**config.mk**
```make
export PLATFORM = sky130hd
export DESIGN_NAME = sha3_job_arbiter_flat
export DESIGN_NICKNAME = d
export VERILOG_FILES = /design/src/rtl/sha3_job_arbiter_if.sv /design/src/rtl/sha3_job_arbiter.sv /design/src/flat_wrapper.sv
export SDC_FILE = /design/constraint.sdc
export NUM_CORES = 1
export LEC_CHECK = 0
export ABC_AREA = 1
export BUFFER_PORTS_ARGS = -buffer_cell sky130_fd_sc_hd__buf_2
export CAP_MARGIN = 20
export CORE_AREA = 2 2 143 145
export CTS_CLUSTER_SIZE = 40
export DETAILED_ROUTE_END_ITERATION = 10
export DIE_AREA = 0 0 145 147
export PLACE_DENSITY = 0.76
export RECOVER_POWER = 50
export SLEW_MARGIN = 20
export SYNTH_ARGS = -nofsm -noshare
export SYNTH_HDL_FRONTEND = slang
export SYNTH_SLANG_ARGS = --single-unit
```
**constraint.sdc**
```tcl
create_clock -name clk -period 7 [get_ports clk]
set_input_delay 0.7 -clock clk [delete_from_list [all_inputs] [get_ports clk]]
set_output_delay 0.7 -clock clk [all_outputs]
set_load 0.01 [all_outputs]
```
**src/rtl/sha3_job_arbiter_if.sv**
```systemverilog
// Bundle between the requesters, the SHA3 job arbiter and the shared
// burst-read + Keccak datapath. The arbiter connects through the master
// modport; the requesters/datapath (or a bench) sit on the slave side.
interface sha3_job_arbiter_if #(
  parameter int NUM_REQ = 4,
  parameter int ADDR_W  = 32,
  parameter int LEN_W   = 16
);
  logic [NUM_REQ-1:0]        req_valid;
  logic [NUM_REQ*ADDR_W-1:0] req_addr;
  logic [NUM_REQ*LEN_W-1:0]  req_len;
  logic [NUM_REQ-1:0]        req_ack;
  logic [NUM_REQ-1:0]        job_done;
  logic [NUM_REQ-1:0]        job_err;
  logic                      busy;
  logic [2:0]                grant_id;
  logic                      dp_clear;
  logic                      hash_start;
  logic [LEN_W-1:0]          hash_len;
  logic                      hash_out_ready;
  logic                      rd_ready;
  logic                      rd_init;
  logic [ADDR_W-1:0]         rd_addr;
  logic                      rd_active;
  logic                      rd_done;

  modport master (
    input  req_valid, req_addr, req_len, hash_out_ready, rd_ready, rd_active, rd_done,
    output req_ack, job_done, job_err, busy, grant_id, dp_clear, hash_start, hash_len,
           rd_init, rd_addr
  );

  modport slave (
    output req_valid, req_addr, req_len, hash_out_ready, rd_ready, rd_active, rd_done,
    input  req_ack, job_done, job_err, busy, grant_id, dp_clear, hash_start, hash_len,
           rd_init, rd_addr
  );
endinterface

```
**src/rtl/sha3_job_arbiter.sv**
```systemverilog
// Round-robin job arbiter in front of one shared SHA3 datapath. One job runs
// at a time: clear the datapath, start the hasher with the job length, fetch
// the job data as single-outstanding bursts, wait for the digest, then report
// done (or err for an empty job) back to the owning requester.
module sha3_job_arbiter #(
  parameter int NUM_REQ     = 4,
  parameter int ADDR_W      = 32,
  parameter int LEN_W       = 16,
  parameter int BURST_BYTES = 16
) (
  input  logic               clk,
  input  logic               reset,
  sha3_job_arbiter_if.master bus
);
  localparam int          BURST_SH  = $clog2(BURST_BYTES);
  // One extra bit so a near-full-scale length still rounds up without overflow.
  localparam int          CNT_W     = LEN_W + 1;
  localparam int unsigned NUM_REQ_U = NUM_REQ;

  typedef enum logic [3:0] {
    IDLE   = 4'd0,
    ACK    = 4'd1,
    ERR    = 4'd2,
    CLR    = 4'd3,
    START  = 4'd4,
    ISSUE  = 4'd5,
    WAIT_A = 4'd6,
    WAIT_D = 4'd7,
    WAIT_H = 4'd8,
    DONE   = 4'd9
  } state_t;

  state_t             state_r;
  logic [2:0]         rr_ptr_r;
  logic [ADDR_W-1:0]  job_addr_r;
  logic [LEN_W-1:0]   job_len_r;
  logic [CNT_W-1:0]   bursts_left_r;
  logic [NUM_REQ-1:0] req_ack_r;
  logic [NUM_REQ-1:0] job_done_r;
  logic [NUM_REQ-1:0] job_err_r;
  logic               busy_r;
  logic [2:0]         grant_id_r;
  logic               dp_clear_r;
  logic               hash_start_r;
  logic [LEN_W-1:0]   hash_len_r;
  logic               rd_init_r;
  logic [ADDR_W-1:0]  rd_addr_r;

  logic [7:0]         valid_pad_s;
  logic               win_found_s;
  logic [2:0]         win_idx_s;

  // Requester index base+off, wrapping at NUM_REQ (off is always < NUM_REQ).
  function automatic logic [2:0] wrap_idx(input logic [2:0] base, input int unsigned off);
    int unsigned sum;
    sum = 32'(base) + off;
    if (sum >= NUM_REQ_U) begin
      sum = sum - NUM_REQ_U;
    end
    return sum[2:0];
  endfunction

  // One-hot requester vector for a given index.
  function automatic logic [NUM_REQ-1:0] onehot(input logic [2:0] idx);
    logic [7:0] vec;
    vec = 8'd1 << idx;
    return vec[NUM_REQ-1:0];
  endfunction

  // Number of bursts covering len bytes, rounded up.
  function automatic logic [CNT_W-1:0] burst_count(input logic [LEN_W-1:0] len);
    logic [CNT_W-1:0] padded;
    padded = {1'b0, len} + CNT_W'(BURST_BYTES - 1);
    return padded >> BURST_SH;
  endfunction

  assign valid_pad_s = 8'(bus.req_valid);

  // Round-robin scan: first pending request at or after rr_ptr_r wins.
  always_comb begin
    win_found_s = 1'b0;
    win_idx_s   = 3'd0;
    for (int unsigned k = 0; k < NUM_REQ_U; k++) begin
      if (!win_found_s && valid_pad_s[wrap_idx(rr_ptr_r, k)]) begin
        win_found_s = 1'b1;
        win_idx_s   = wrap_idx(rr_ptr_r, k);
      end else begin
        win_found_s = win_found_s;
      end
    end
  end

  // Job sequencer: arbitration, datapath control pulses and burst bookkeeping.
  always_ff @(posedge clk) begin
    if (reset) begin
      state_r       <= IDLE;
      rr_ptr_r      <= 3'd0;
      job_addr_r    <= {ADDR_W{1'b0}};
      job_len_r     <= {LEN_W{1'b0}};
      bursts_left_r <= {CNT_W{1'b0}};
      req_ack_r     <= {NUM_REQ{1'b0}};
      job_done_r    <= {NUM_REQ{1'b0}};
      job_err_r     <= {NUM_REQ{1'b0}};
      busy_r        <= 1'b0;
      grant_id_r    <= 3'd0;
      dp_clear_r    <= 1'b0;
      hash_start_r  <= 1'b0;
      hash_len_r    <= {LEN_W{1'b0}};
      rd_init_r     <= 1'b0;
      rd_addr_r     <= {ADDR_W{1'b0}};
    end else begin
      req_ack_r    <= {NUM_REQ{1'b0}};
      job_done_r   <= {NUM_REQ{1'b0}};
      job_err_r    <= {NUM_REQ{1'b0}};
      dp_clear_r   <= 1'b0;
      hash_start_r <= 1'b0;
      rd_init_r    <= 1'b0;
      case (state_r)
        IDLE: begin
          if (win_found_s) begin
            job_addr_r <= bus.req_addr[win_idx_s*ADDR_W +: ADDR_W];
            job_len_r  <= bus.req_len[win_idx_s*LEN_W +: LEN_W];
            req_ack_r  <= onehot(win_idx_s);
            grant_id_r <= win_idx_s;
            rr_ptr_r   <= wrap_idx(win_idx_s, 32'd1);
            busy_r     <= 1'b1;
            state_r    <= ACK;
          end else begin
            state_r <= IDLE;
          end
        end
        ACK: begin
          state_r <= (job_len_r == {LEN_W{1'b0}}) ? ERR : CLR;
        end
        ERR: begin
          job_err_r <= onehot(grant_id_r);
          busy_r    <= 1'b0;
          state_r   <= IDLE;
        end
        CLR: begin
          dp_clear_r <= 1'b1;
          state_r    <= START;
        end
        START: begin
          hash_start_r  <= 1'b1;
          hash_len_r    <= job_len_r;
          bursts_left_r <= burst_count(job_len_r);
          rd_addr_r     <= job_addr_r;
          state_r       <= ISSUE;
        end
        ISSUE: begin
          if (bursts_left_r == {CNT_W{1'b0}}) begin
            state_r <= WAIT_H;
          end else if (bus.rd_ready) begin
            rd_init_r <= 1'b1;
            state_r   <= WAIT_A;
          end else begin
            state_r <= ISSUE;
          end
        end
        WAIT_A: begin
          // A burst may start and finish in the same cycle.
          if (bus.rd_done) begin
            rd_addr_r     <= rd_addr_r + ADDR_W'(BURST_BYTES);
            bursts_left_r <= bursts_left_r - CNT_W'(1);
            state_r       <= ISSUE;
          end else if (bus.rd_active) begin
            state_r <= WAIT_D;
          end else begin
            state_r <= WAIT_A;
          end
        end
        WAIT_D: begin
          if (bus.rd_done) begin
            rd_addr_r     <= rd_addr_r + ADDR_W'(BURST_BYTES);
            bursts_left_r <= bursts_left_r - CNT_W'(1);
            state_r       <= ISSUE;
          end else begin
            state_r <= WAIT_D;
          end
        end
        WAIT_H: begin
          state_r <= bus.hash_out_ready ? DONE : WAIT_H;
        end
        DONE: begin
          job_done_r <= onehot(grant_id_r);
          busy_r     <= 1'b0;
          state_r    <= IDLE;
        end
        default: begin
          state_r <= IDLE;
        end
      endcase
    end
  end

  assign bus.req_ack    = req_ack_r;
  assign bus.job_done   = job_done_r;
  assign bus.job_err    = job_err_r;
  assign bus.busy       = busy_r;
  assign bus.grant_id   = grant_id_r;
  assign bus.dp_clear   = dp_clear_r;
  assign bus.hash_start = hash_start_r;
  assign bus.hash_len   = hash_len_r;
  assign bus.rd_init    = rd_init_r;
  assign bus.rd_addr    = rd_addr_r;
endmodule
```
**src/flat_wrapper.sv**
```systemverilog
// flat-port wrapper written by rule: the top's interface ports become plain ports
module sha3_job_arbiter_flat 
#(
  parameter int NUM_REQ     = 4,
  parameter int ADDR_W      = 32,
  parameter int LEN_W       = 16,
  parameter int BURST_BYTES = 16
)
  (clk, reset, bus_req_valid, bus_req_addr, bus_req_len, bus_hash_out_ready, bus_rd_ready, bus_rd_active, bus_rd_done, bus_req_ack, bus_job_done, bus_job_err, bus_busy, bus_grant_id, bus_dp_clear, bus_hash_start, bus_hash_len, bus_rd_init, bus_rd_addr);
  sha3_job_arbiter_if #(.NUM_REQ(NUM_REQ), .ADDR_W(ADDR_W), .LEN_W(LEN_W)) bus_i ();
  input  logic clk;
  input  logic reset;
  input wire logic [$bits(bus_i.req_valid)-1:0] bus_req_valid;
  input wire logic [$bits(bus_i.req_addr)-1:0] bus_req_addr;
  input wire logic [$bits(bus_i.req_len)-1:0] bus_req_len;
  input wire logic [$bits(bus_i.hash_out_ready)-1:0] bus_hash_out_ready;
  input wire logic [$bits(bus_i.rd_ready)-1:0] bus_rd_ready;
  input wire logic [$bits(bus_i.rd_active)-1:0] bus_rd_active;
  input wire logic [$bits(bus_i.rd_done)-1:0] bus_rd_done;
  output wire logic [$bits(bus_i.req_ack)-1:0] bus_req_ack;
  output wire logic [$bits(bus_i.job_done)-1:0] bus_job_done;
  output wire logic [$bits(bus_i.job_err)-1:0] bus_job_err;
  output wire logic [$bits(bus_i.busy)-1:0] bus_busy;
  output wire logic [$bits(bus_i.grant_id)-1:0] bus_grant_id;
  output wire logic [$bits(bus_i.dp_clear)-1:0] bus_dp_clear;
  output wire logic [$bits(bus_i.hash_start)-1:0] bus_hash_start;
  output wire logic [$bits(bus_i.hash_len)-1:0] bus_hash_len;
  output wire logic [$bits(bus_i.rd_init)-1:0] bus_rd_init;
  output wire logic [$bits(bus_i.rd_addr)-1:0] bus_rd_addr;
  assign bus_i.req_valid = bus_req_valid;
  assign bus_i.req_addr = bus_req_addr;
  assign bus_i.req_len = bus_req_len;
  assign bus_i.hash_out_ready = bus_hash_out_ready;
  assign bus_i.rd_ready = bus_rd_ready;
  assign bus_i.rd_active = bus_rd_active;
  assign bus_i.rd_done = bus_rd_done;
  assign bus_req_ack = bus_i.req_ack;
  assign bus_job_done = bus_i.job_done;
  assign bus_job_err = bus_i.job_err;
  assign bus_busy = bus_i.busy;
  assign bus_grant_id = bus_i.grant_id;
  assign bus_dp_clear = bus_i.dp_clear;
  assign bus_hash_start = bus_i.hash_start;
  assign bus_hash_len = bus_i.hash_len;
  assign bus_rd_init = bus_i.rd_init;
  assign bus_rd_addr = bus_i.rd_addr;
  sha3_job_arbiter #(.NUM_REQ(NUM_REQ), .ADDR_W(ADDR_W), .LEN_W(LEN_W), .BURST_BYTES(BURST_BYTES)) u_core (.clk(clk), .reset(reset), .bus(bus_i));
endmodule
```
* After elaboration in Yosys (flattened, before gate mapping)
Cells that the tools add are included.
** Operators by class
- Add/sub/neg operators :: 12
- Magnitude comparators :: 9
- Equality and inequality tests :: 11
- Shift operators :: 4
- Mux-type cells :: 39
- Bitwise logic cells :: 5
- Reduce and logical (&&, ||, !) cells :: 20
** Operators with widths (count)
- variable part select 128 x 9 -> 32 bit :: 1
- case mux 32 bit (2 select lines) :: 1
- variable part select 64 x 8 -> 16 bit :: 1
- case mux 17 bit (2 select lines) :: 1
- adder 32 x 5 -> 32 bit, second input constant :: 1
- two-way mux 32 bit :: 1
- case mux 4 bit (8 select lines) :: 1
- two-way mux 3 bit :: 9
- adder 16 x 4 -> 17 bit, second input constant :: 1
- logical NOT 17 bit :: 1
- two-way mux 17 bit :: 1
- subtractor 17 x 1 -> 17 bit, second input constant :: 1
- == test 4 x 3 -> 1 bit, second input constant :: 4
- >= comparator 4 x 3 -> 1 bit, second input constant :: 4
- logical NOT 16 bit :: 1
- less-than comparator 3 x 4 -> 1 bit, second input constant :: 4
- two-way mux 1 bit :: 16
- subtractor 3 bit, second input constant :: 5
- binary-select mux 1 bit (select 3 bit) :: 4
- adder 3 x 1 -> 4 bit, second input constant :: 2
- adder 3 x 2 -> 4 bit, second input constant :: 2
- == test 4 x 2 -> 1 bit, second input constant :: 2
- == test 4 bit, second input constant :: 2
- two-way mux 4 bit :: 2
- other kinds (14) :: 32
** Storage, ports and cells
- Register bits after elaboration :: 139
- Output and inout bits :: 67

* Logic depth before layout (Yosys ltp)
- Word-level depth :: 17
- Mapped depth :: 17

* Least setup slack after synthesis
No wires, ideal clock.
- Path type :: register to register
- From :: register u_core.rr_ptr_r[0]
- To :: register u_core.job_addr_r[28]
- Library setup time :: 117 ps
- Data arrival time :: 2113 ps
- Data required time :: 6883 ps
- Setup slack :: 4770 ps
- Stages on the path, launching flop included :: 15
- Cells stage by stage :: dfxtp_1 inv_2 ha_1 inv_1 nand3_1 nand3_2 a21oi_1 or2_1 buf_2 buf_2 buf_2 nand4_1 nand3_1 nor2_1 nor2_1
** Between the ends
- Cells in the longest elaborated chain, start to end :: 15
- Elaborated cells between the ends (all ways) :: 39
- Those cells by class :: add/sub (7); order compare (4); shift (1); mux (20); reduce/logical (7)
** Ends and longest elaborated chain
- from (decl) :: line sha3_job_arbiter.sv:34 : logic [2:0] rr_ptr_r;
- from (signal assigned) :: line sha3_job_arbiter.sv:125 : rr_ptr_r <= wrap_idx(win_idx_s, 32'd1);
- parallel branches: the longest is 15 deep, another holds adder 3 x 1 -> 4 bit
- to (signal assigned) :: line sha3_job_arbiter.sv:98 : job_addr_r <= {ADDR_W{1'b0}};
- to (signal assigned) :: line sha3_job_arbiter.sv:121 : job_addr_r <= bus.req_addr[win_idx_s*ADDR_W +: ADDR_W];
- to (decl) :: line sha3_job_arbiter.sv:35 : logic [ADDR_W-1:0] job_addr_r;
Parallel ways; which one is timed is not known. The select of a mux whose other input is x is not followed.
A chain may end at the register's enable or synchronous reset.

==> summary.md <==
| Metric | Value |
|---|---|
| Status | `finished with violations` |
| Failing checks | `max-capacitance violations, max-slew violations` |
| MaxCap Viol Count | `3` |
| Gate Count Post-Synth | `1338` |
| Post-route cell area | `10200 um^2` |
| Port bufs | `268` |
| Max Freq | `0.2121 GHz` |
| Number of top-level pins | `269` |
| WL final | `27.54 mm` |
| Setup TNS | `0 ns` |
| Clock root buffer master | `clkbuf_16` |
| Distinct cells, synth | `40` |
| Logic pwr share | `57.1%` |
| Placeable Area | `19840 um^2` |
| Unrepaired setup endpoints after global routing | `no` |
| # clock sinks | `139` |
| Highest fanout seen on the critical path | `76` |
| H-tree depth | `4` |
| Setup crit end kind | `flip-flop` |
| All-Layer GR Usage | `24.97%` |
| TritonCTS clock tree | `built` |
| Sequential share of power | `25.0%` |
| First-pass iteration count of the detailed router | `5` |
| Vias in the first global route | `8522` |
| Largest net degree at the start of global routing | `102` |
| DRC | `0` |
| Post-Route Skew | `0.008769 ns` |
| Hold Vio Cnt, Final | `0` |
| Crit path launch type | `input port` |
| Vias | `9711` |
| Maximum vdd drop | `322.2 uV` |
| Worst-Margin Slew | `2.930 ns` |
| Hold-fix buffers, CTS | `0` |
| Share of cells above drive strength 1 | `16.65%` |
| Seq cells post-synth | `139` |
| Gpl congestion | `0.8939` |
| Worst-Skew Late Latency | `0.42 ns` |
| Die height | `147 um` |
| Seq. cell area | `2783 um^2` |
| Nets@finish | `1756` |
| Final min period | `4.715 ns` |
| Antenna-violating nets left | `0` |
| Period utilisation layout | `67.36%` |
| Drt wl/cell | `15.02 um` |
| DR vias/cell | `5.298` |
| Hold slack | `0.4567 ns` |
| Clock Tree Buf Depth | `2` |
| Postcts setup bufs | `0` |
| Dpl cell area | `9693 um^2` |
| Mean Syn Cell Area | `6.251 um^2` |
| DRT iter0 DRCs | `742` |
| CP arrival | `5.08 ns` |
| Relative slew slack | `-95.35%` |
| First-pass GRT wire length | `43.36 mm` |
| Area delta synth->final | `21.96%` |
| DP HPWL | `19.97 mm` |
| Pwr dens | `505.3 nW/um^2` |
| Die width | `145 um` |
| P_leak | `4.706 nW` |
| Row Count | `52` |
| Cells resized by post-CTS repair | `0` |
| Starting Density | `42.15%` |
| Crit Path Class | `in2reg` |
| Switching pwr | `2.651 mW` |
| Fill count | `2071` |
| Design Power | `5.155 mW` |
| Multi-input gate area | `4646 um^2` |
| Synthesized area | `8364 um^2` |
| Critical Path RT | `7.36 ns` |
| CTS buffer count | `17` |
| Clk slew on worst S/H paths | `0.06 ns` |
| Post-synthesis sequential area ratio | `33.27%` |
| P_int | `2.504 mW` |
| Final setup fails | `0` |
| Global route overflow | `0` |
| Count of pins over their slew limit | `161` |
| Synthesized net count | `1545` |
| Final core occ | `51.41%` |
| Synthesis warning total | `0` |
| Clock power share | `17.9%` |
| Die footprint | `21320 um^2` |
| Initial antenna violation count | `0` |
| Sw Ratio | `51.42%` |
| Worst Hold Class | `reg2reg` |
[cells by family after synthesis]
| group | synth area share [%] |
|---|---|
| AOI/OAI and AO/OA | 14.93 |
| xor gates and xnor gates | 1.780 |
| adders and majority gates | 0.7479 |
| buffers and inverters | 11.49 |
| DFF | 33.27 |
| and+or+nand+nor | 37.79 |
[cell usage after synthesis]
library cell  instances  area [um^2]
a21oi_1              66        330.3
buf_6                11        123.9
nand2_4               1        11.26
nand3_1             140        700.7
nor2_1              248        930.9
o41ai_1               2        17.52
o31a_1                1        8.760
and2_1                1        6.260
xnor2_1              10        87.58
nand2_1             225        844.6
a41oi_1               1        8.760
a21oi_2               1        8.760
buf_1                 1        3.750
o31ai_1               1        7.510
or2_2                 8        50.05
a22o_1                4        35.03
o22ai_1               2        12.51
a31oi_1               9        56.30
inv_1               132        495.5
dfxtp_1             139         2783
a221oi_1              7        61.31
or2_1                 1        6.260
o21ai_0             125        625.6
inv_2                 6        22.52
nor3_1               24        120.1
nand4_1              65        406.6
ha_1                  5        62.56
clkbuf_1             42        157.7
nand3_2               1        10.01
nand3b_1              1        7.510
a211oi_1              2        15.01
buf_4                 1        7.510
o311ai_0              1        8.760
o21a_1                4        30.03
nor4_1                9        56.30
a21o_1                1        7.510
xor2_1                7        61.31
buf_2                30        150.1
o211ai_1              2        15.01
nor3_2                1        10.01
[final cells by class]
type	count	share of cell area, %
inverter	138	5.078
multi-input combinational	976	45.54
clock inverter	14	1.656
sequential	139	27.28
clock buffer	18	4.207
timing repair buffer	277	12.90
tap	270	3.312
antenna	1	0.02453
[routing by layer]
layer / vias up / track usage (%) / wire [um]
met5: - / 0 / 0
li1: 4853 / - / -
met2: 426 / 38.57 / 12280
met1: 4384 / 35.36 / 12570
met3: 48 / 4.224 / 2057
met4: 0 / 8.515 / 635
[flip-flops by register name (all words and copies together) (netlist names), 3 cells and up]
name	count
u_core.rr_ptr_r	3
u_core.bus.job_err	4
u_core.job_len_r	16
u_core.bursts_left_r	17
u_core.bus.rd_addr	32
u_core.state_r	4
u_core.bus.job_done	4
u_core.bus.grant_id	3
u_core.job_addr_r	32
u_core.bus.hash_len	16
u_core.bus.req_ack	4
[cell usage in the layout (no fill, tap or decap), types with 3 or more instances in the layout]
cell,synthesis,layout
buf_2,30,200
o21ai_0,125,125
inv_6,0,3
clkbuf_1,42,71
nand2_1,225,223
nor3_1,24,24
a22o_1,4,4
a221oi_1,7,7
o21a_1,4,4
ha_1,5,5
nand3_1,140,140
inv_2,6,6
clkbuf_16,0,17
nand4_1,65,65
xnor2_1,10,10
clkinv_2,0,4
dfxtp_1,139,139
inv_1,132,131
nor4_1,9,9
a21oi_1,66,66
nor2_1,248,247
bufinv_16,0,3
or2_2,8,9
a31oi_1,9,9
buf_4,1,7
xor2_1,7,7
[final timing paths]
kind                                         startpoint                      end  slack [ns]  depth (start not counted)
worst max-delay path                              reset    u_core.bus.rd_addr[1]        2.28                          6
worst max register to register        u_core.state_r[1]   u_core.bus.rd_addr[12]        2.53                          9
worst min-delay path            u_core.bus.hash_len[14]  u_core.bus.hash_len[14]        0.46                          2
worst min register to register  u_core.bus.hash_len[14]  u_core.bus.hash_len[14]        0.46                          2
[power by group through the flow]
stage / Sequential [mW] / Combinational (mW) / Clock [mW]
floorplan: 1.24 / 2.38 / 0
global placement: 1.28 / 2.89 / 0
detailed placement: 1.29 / 2.93 / 0
CTS: 1.28 / 2.94 / 0.934
global route: 1.32 / 3.33 / 0.974
finish: 1.29 / 2.94 / 0.922
[stage by stage]
stage                     setup slack (ns)  instances
after global routing                 1.783       1832
after detailed placement             3.182       1800
final                                2.285       1833
after global placement               3.238       1800
after floorplan                      4.770       1338
after CTS                            3.153       1832
[critical path: stages]
cell and delay (ns):
clkbuf_1 0.58, clkinv_1 0.14, clkbuf_1 2.07, nand2_1 1.02, inv_1 0.38, a22o_1 0.17
(Power assumes the default switching activity.)
